$ cat src/rtl/alu_pkg.sv
// Shared types for the sequential ALU: operation codes and FSM states.
package alu_pkg;

    typedef enum logic [1:0] {
        FCT_ADD = 2'b00,
        FCT_SUB = 2'b01,
        FCT_MUL = 2'b10,
        FCT_DIV = 2'b11
    } fct_e;

    typedef enum logic [1:0] {
        IDLE = 2'b00,
        CALC = 2'b01,
        DONE = 2'b10
    } state_e;

endpackage

$ cat src/rtl/alu_iter_step.sv
// One iteration of the multi-cycle datapath: a radix-2 shift-add step for MUL
// or a restoring shift-subtract step for DIV, on a {hi, lo} register pair.
module alu_iter_step #(
    parameter int unsigned WIDTH = 8
) (
    input  logic             is_div,
    input  logic [WIDTH-1:0] hi,
    input  logic [WIDTH-1:0] lo,
    input  logic [WIDTH-1:0] b,
    output logic [WIDTH-1:0] hi_nxt,
    output logic [WIDTH-1:0] lo_nxt
);

    logic [WIDTH:0] sum;
    logic [WIDTH:0] shifted;
    logic           fits;

    always_comb begin
        // MUL: add the multiplicand when the current multiplier bit is set, then shift right
        sum     = {1'b0, hi} + (lo[0] ? {1'b0, b} : '0);
        // DIV: bring in the next dividend bit, MSB first, and trial-subtract the divisor
        shifted = {hi, lo[WIDTH-1]};
        fits    = (shifted >= {1'b0, b});
        hi_nxt  = '0;
        lo_nxt  = '0;
        if (is_div) begin
            hi_nxt = fits ? WIDTH'(shifted - {1'b0, b}) : shifted[WIDTH-1:0];
            lo_nxt = {lo[WIDTH-2:0], fits};
        end else begin
            hi_nxt = sum[WIDTH:1];
            lo_nxt = {sum[0], lo[WIDTH-1:1]};
        end
    end

endmodule

$ cat src/rtl/alu_seq.sv
// Sequential ALU: single-cycle ADD/SUB, WIDTH-cycle MUL (shift-add) and DIV
// (restoring), with results held stable between DONE entries.
module alu_seq
    import alu_pkg::*;
#(
    parameter int unsigned WIDTH = 8
) (
    input  logic               clk_i,
    input  logic               rst_ni,
    input  logic               start_i,
    input  logic [1:0]         fct_i,
    input  logic [WIDTH-1:0]   a_i,
    input  logic [WIDTH-1:0]   b_i,
    output logic               busy_o,
    output logic               done_o,
    output logic [2*WIDTH-1:0] res_o,
    output logic [2*WIDTH-1:0] rem_o,
    output logic               div0_o
);

    localparam int unsigned W2 = 2 * WIDTH;
    localparam int unsigned CW = $clog2(WIDTH + 1);

    state_e           state_q, state_d;
    fct_e             fct_q, fct_in;
    logic [WIDTH-1:0] b_q;
    logic [WIDTH-1:0] hi_q, lo_q;
    logic [WIDTH-1:0] hi_nxt, lo_nxt;
    logic [CW-1:0]    cnt_q;
    logic             accept;
    logic [W2-1:0]    fast_res;

    alu_iter_step #(.WIDTH(WIDTH)) u_step (
        .is_div (fct_q == FCT_DIV),
        .hi     (hi_q),
        .lo     (lo_q),
        .b      (b_q),
        .hi_nxt (hi_nxt),
        .lo_nxt (lo_nxt)
    );

    // Next state, start acceptance and single-cycle results
    always_comb begin
        state_d  = state_q;
        accept   = 1'b0;
        fct_in   = fct_e'(fct_i);
        fast_res = '0;
        case (fct_in)
            FCT_ADD: fast_res = W2'(a_i) + W2'(b_i);
            FCT_SUB: fast_res = W2'(a_i) - W2'(b_i);
            default: fast_res = '0;
        endcase
        case (state_q)
            IDLE, DONE: begin
                if (start_i) begin
                    accept = 1'b1;
                    if (fct_in == FCT_MUL || (fct_in == FCT_DIV && b_i != '0)) begin
                        state_d = CALC;
                    end else begin
                        state_d = DONE;
                    end
                end else begin
                    state_d = IDLE;
                end
            end
            CALC: begin
                if (cnt_q == CW'(WIDTH - 1)) begin
                    state_d = DONE;
                end
            end
            default: state_d = IDLE;
        endcase
    end

    always_ff @(posedge clk_i or negedge rst_ni) begin
        if (!rst_ni) begin
            state_q <= IDLE;
            fct_q   <= FCT_ADD;
            b_q     <= '0;
            hi_q    <= '0;
            lo_q    <= '0;
            cnt_q   <= '0;
            busy_o  <= 1'b0;
            done_o  <= 1'b0;
            res_o   <= '0;
            rem_o   <= '0;
            div0_o  <= 1'b0;
        end else begin
            state_q <= state_d;
            busy_o  <= (state_d == CALC);
            done_o  <= (state_d == DONE);
            if (accept) begin
                fct_q <= fct_in;
                b_q   <= b_i;
                hi_q  <= '0;
                lo_q  <= a_i;
                cnt_q <= '0;
                // Back-to-back starts into CALC keep the previous results visible
                if (state_d == DONE) begin
                    res_o  <= fast_res;
                    rem_o  <= '0;
                    div0_o <= (fct_in == FCT_DIV);
                end
            end else if (state_q == CALC) begin
                hi_q  <= hi_nxt;
                lo_q  <= lo_nxt;
                cnt_q <= cnt_q + CW'(1);
                if (state_d == DONE) begin
                    div0_o <= 1'b0;
                    if (fct_q == FCT_MUL) begin
                        res_o <= {hi_nxt, lo_nxt};
                        rem_o <= '0;
                    end else begin
                        res_o <= W2'(lo_nxt);
                        rem_o <= W2'(hi_nxt);
                    end
                end
            end
        end
    end

endmodule

$ cat config.mk
export PLATFORM = sky130hd
export DESIGN_NAME = alu_seq
export DESIGN_NICKNAME = d
export VERILOG_FILES = /design/src/rtl/alu_pkg.sv /design/src/rtl/alu_iter_step.sv /design/src/rtl/alu_seq.sv
export SDC_FILE = /design/constraint.sdc
export NUM_CORES = 1
export LEC_CHECK = 0
export CAP_MARGIN = 10
export CELL_PAD_IN_SITES_DETAIL_PLACEMENT = 1
export CELL_PAD_IN_SITES_GLOBAL_PLACEMENT = 1
export CORE_ASPECT_RATIO = 0.7
export CORE_UTILIZATION = 33
export CTS_BUF_LIST = sky130_fd_sc_hd__clkbuf_8
export CTS_CLUSTER_SIZE = 16
export DETAILED_ROUTE_END_ITERATION = 7
export PLACE_DENSITY_LB_ADDON = 0.1
export SYNTH_ARGS = -nofsm -noshare
export SYNTH_HDL_FRONTEND = slang
export SYNTH_SLANG_ARGS = --single-unit
$ cat constraint.sdc
create_clock -name clk_i -period 3.1 [get_ports clk_i]
set_input_delay 0.62 -clock clk_i [delete_from_list [all_inputs] [get_ports clk_i]]
set_output_delay 0.62 -clock clk_i [all_outputs]
set_load 0.05 [all_outputs]
-- Yosys cells after proc, flatten, opt, wreduce, memory -nomap -nowiden
Cells that the tools add are included.
- ROM bits: 0
- output and inout port bits: 35
- memory bits (writable): 0
- latch bits: 0
- memories kept: 0
- register bits: 67
- input port bits: 21
- div/mod/pow operators: 0
- $add $sub $neg: 5
- bitwise logic cells: 0
- eq/ne operators: 10
- shifts and indexed selects: 0
- multiplexer cells: 31
- reduce and logical (&&, ||, !) cells: 8
- order comparisons: 1
- $mul: 0
- operators with widths (cell ; count):
    $mux W16 ; 9
    $mux W8 ; 9
    $pmux W16 S2 ; 1
    $add A8 B8 Y9 ; 2
    $eq A2 B2 Y1 const B ; 6
    $ge A9 B8 Y1 ; 1
    $sub A8 B8 Y9 ; 1
    $mux W4 ; 2
    $reduce_bool A8 Y1 ; 1
    $sub A8 B8 Y8 ; 1
    $eq A2 B1 Y1 const B ; 3
    $mux W1 ; 6
    $mux W2 ; 3
    $add A4 B1 Y4 const B ; 1
    $eq A4 B3 Y1 const B ; 1
    $logic_not A2 Y1 ; 2
    $pmux W2 S2 ; 1
    $reduce_and A2 Y1 ; 1
    $reduce_bool A2 Y1 ; 1
    $reduce_or A2 Y1 ; 1
    $logic_and A1 B1 Y1 ; 1
    $logic_or A1 B1 Y1 ; 1

-- Logic depth before layout (Yosys ltp)
- depth after elaboration: 10
- depth in mapped cells: 10
- gate-level depth less buffers: 10

-- Modules after synthesis
Synthesis repeated with hierarchy kept, for this count alone.
- cell total of the unflattened synthesis: 477
- area, all modules: 4171.5 µm²
- modules (own cells, without submodules) (module ; area an instance (µm²) ; cells each ; instances):
    alu_seq ; 3190.6 ; 342 ; 1
    alu_iter_step ; 980.9 ; 135 ; 1

-- Worst setup path after synthesis
OpenSTA, ideal clock, no wires.
- path kind: input-to-reg
- from: input a_i[0]
- to: register res_o[4]
- setup time: 0.088 ns
- data arrival time: 2.097 ns
- stages: 8
- path buffers: 0
- slack: 0.915 ns
- required time: 3.012 ns
- cells stage by stage: ha_1 > inv_1 > fa_1 > o21ba_2 > o21ai_0 > o21ai_0 > or3_1 > a41oi_1
- longest elaborated chain between the ends: 4
- elaborated cells between the ends (all ways): 5
- RTL lines (element ; line ; RTL):
    from (decl) ; alu_seq.sv:12 ; input logic [WIDTH-1:0] a_i,
    $sub A8 B8 Y9 or $add A8 B8 Y9 (tied branches) ; alu_seq.sv:50, alu_seq.sv:49 ;
    $pmux W16 S2 * ; alu_seq.sv:48 ; case (fct_in)
    $mux W16 * ; alu_seq.sv:99 ; if (state_d == DONE) begin
    $mux W16 * ; alu_seq.sv:92 ; if (accept) begin
    to (signal assigned) ; alu_seq.sv:100 ; res_o <= fast_res;
    to (signal assigned) ; alu_seq.sv:111 ; res_o <= {hi_nxt, lo_nxt};
    to (signal assigned) ; alu_seq.sv:114 ; res_o <= W2'(lo_nxt);
    to (decl) ; alu_seq.sv:16 ; output logic [2*WIDTH-1:0] res_o,
Mark *: on every way between the ends. The rest lies on a longest branch, timed or not. The select of a mux whose other input is x is not followed.
A chain may end at the register's enable or synchronous reset.

-- Final worst setup path
- from: input a_i[0]
- to: register res_o[13]
- longest elaborated chain between the ends: 4
- RTL lines (element ; line ; RTL):
    $sub A8 B8 Y9 ; alu_seq.sv:50 ; FCT_SUB: fast_res = W2'(a_i) - W2'(b_i);
    $pmux W16 S2 ; alu_seq.sv:48 ;
    $mux W16 ; alu_seq.sv:99 ;
    $mux W16 ; alu_seq.sv:92 ;
Every way passes these cells. The select of a mux whose other input is x is not followed.

==> results.yml <==
global_route:
  grt_max_degree: 37
  antenna_found_initial: 0
  grt_pass1_wl_um: 23020
  grt_pass1_vias: 3990
  overflow: 0
  grtUsageTotal: 0.2255
clock_network:
  cts_sinks: 59
  hold_buffers: 0
  clk_pin_slew_worst_paths_ps: 80
  ctsResizeCount: 0
  clk_latency_ps: 350
  cts_inserted_buffers: 9
  root_buffer: "clkbuf_8"
  cts_max_level: 3
  cts_tree: "built"
  cts.path.max_buffers: 2
  postCtsSetupRepairBufs: 0
place:
  dp_hpwl_um: 11180
  gp_routability_congestion: 0.8771
  port_buffers: 47
  dpl_cell_area_um2: 4981
power:
  total_power_mw: 6.007
  pwr_density_cell_nw_per_um2: 1159
  ir_worst_vdd_mv: 0.5299
  leakage_nw: 2.237
sta:
  setup_tns_ps: 0
  rsz0062_at_grt: "false"
  tightest_slew_ps: 613.6
  fin_skew_ps: 11.75
  maxSlewHeadroom: 0.5882
  finalCriticalPeriod_ps: 2759
  fmaxAchievable_ghz: 0.3625
  drv_slew: 0
  setup_violations: 0
  fin_crit_sh: 0.8899
  hold_viol: 0
setup_path:
  cp-start-kind: "input port"
  crit_required_ps: 3310
  r2r-start: "lo_q[7]"
  critPathLaunch: "a_i[0]"
  cp_slowest_cell: "clkdlybuf4s50_1"
  cpMostUsedCell: "o21a_1"
  crit_arrival_ps: 2970
  cpPeakStageDelay_ps: 520
  path_max_fanout: 8
  worst_setup_path_end_kind: "register"
  path_class: "input port to register"
  crit_chain: "clkdlybuf4s50_1, inv_1, ha_1, fa_1, nor2b_1, o21a_1, o21a_1, o221ai_1, a21oi_2, a21oi_1"
routing:
  dr_total_vias: 3905
  routed_via_density: 5.446
  drt_iter0_drc: 194
  post_drt_wl_per_cell_um: 19.81
  detail-route-antenna-nets: 0
  dr.pass1.iters: 8
  post-route-drc-count: 7
  drt_wl_total_um: 14210
status:
  violations: "DRC"
  status: "finished, violations left"
synth:
  ys_types: 65
  synthTopCellsByArea: "dfrtp_1 (34%), ha_1 (9.6%), o21ai_0 (6.2%)"
  synth_flop_cell: "dfrtp_1"
  synthAdderAreaFrac: 0.1150
  syn_avg_cell_area_um2: 8.680
  synthMuxAreaShare: 0.01634
  syn_area_um2: 4288
  synth_xor_xnor_area_share: 0.01430
  synth-compound-area-share: 0.2676
  synth.top_cell.area_share: 0.3443
  synth_top_family_by_area: "compound AO/OA/AOI/OAI gates"
  async_flop_share: 1.000
  synth_area_leader_cell: "dfrtp_1"
  synthCells: 494
  synth_seq_area_share: 0.3443
  yosysWarnings: 0
  synth_edf_count: 0
  synthSimpleGateAreaFrac: 0.1739
  ys_ff_latch: 59
finish:
  n_antenna_cell: 0
  fillCellCount: 1484
  nets: 608
  design_area_um2: 5182
  area_growth_pct: 20.86
  drive_gt1_frac: 0.09550
floorplanning:
  die_y_um: 97.37
  io_pins: 56
  die_area_um2: 13460
  die_w_um: 138.2
  start_util: 0.3417
  rows: 34
  core_region_area_um2: 12550
hold_path:
  hold_class: "input port to async pin"
run:
  max_cap_viol_count: 0
==> stage by stage <==
step	hold WS [ps]	cells	setup slack, ps	util
after floorplan	324.4	501	914.8	-
after global placement	457.3	701	61.15	0.3969
after detailed placement	455.5	701	12.68	0.3969
after CTS	72.29	717	369.7	0.4130
after global routing	72.00	717	133.9	0.4130
final	83.58	717	341.2	0.4130
==> layout make-up <==
class	instances	area [um^2]	share of cell area
clock buffers	10	137.6	0.02656
flip-flops and latches	59	1476	0.2849
inverters	37	138.9	0.02680
multi-input cells	378	2550	0.4920
repair buffers	65	613.1	0.1183
well taps	162	202.7	0.03911
clock inverters	6	63.81	0.01231
==> layout by cell type, fill, tap and decap left out, types with 9 or more instances in the layout <==
cell type and instances:
dfrtp_1 59, o21ai_0 53, clkdlybuf4s50_1 46, nand2_1 44, nor2_1 40, inv_1 36
ha_1 33, a21oi_1 31, buf_4 17, nand3_1 14, clkbuf_8 10, o21a_1 9
nor3_1 9
==> routing by layer <==
layer / vias to the layer above / global-route usage / share of wire
met5: - / 0 / 0
met4: 0 / 0.04494 / 0.0030
met3: 4 / 0.04140 / 0.061
met2: 94 / 0.3167 / 0.40
met1: 1933 / 0.3528 / 0.54
li1: 1874 / - / -
==> worst paths after layout <==
kind                                  end  cells past startpoint  slack, ps
worst max register to register   rem_o[4]                      8        410
worst min register to register   rem_o[5]                      2        500
worst min-delay path             rem_o[5]                      1         80
min in group clk_i               rem_o[5]                      2        500
max in group asynchronous        cnt_q[1]                      2       2320
worst max-delay path            res_o[13]                     10        340
==> flip-flops by register name (all words and copies together) (netlist names) <==
| signal | cells |
|---|---|
| lo_q | 8 |
| div0_o | 1 |
| b_q | 8 |
| fct_q | 2 |
| done_o | 1 |
| cnt_q | 4 |
| res_o | 16 |
| busy_o | 1 |
| state_q | 2 |
| rem_o | 8 |
| hi_q | 8 |
==> cell usage after synthesis (9+ instances only) <==
library cell	number
dfrtp_1	59
o21ai_0	53
nand2_1	44
nor2_1	40
inv_1	36
ha_1	33
a21oi_1	31
nand3_1	14
clkbuf_1	12
buf_4	10
nor3_1	9
o21a_1	9
==> worst max-delay path: cells and delay by family <==
| kind | cells | cell delay [ps] |
|---|---|---|
| compound gates | 5 | 1010 |
| fa+ha+maj | 2 | 620 |
| buf+inv | 2 | 580 |
| simple gates | 1 | 130 |
==> power by group <==
group	switching, mW	internal [mW]	leakage (nW)	total, mW
logic	2.46	1.40	1.41	3.85
registers	0.288	1.12	0.729	1.41
clock network	0.351	0.393	0.0987	0.744
total	3.10	2.91	2.24	6.01
==> cells by family (layout without fill, tap and decap cells) <==
logic type | after synthesis | count (layout)
compound gates | 166 | 166
simple gates | 153 | 153
buf+inv | 64 | 118
flops | 59 | 59
fa+ha+maj | 37 | 37
xor+xnor | 7 | 7
mux | 7 | 7
other cells | 1 | 8
Power figures use the tool's default switching activity.
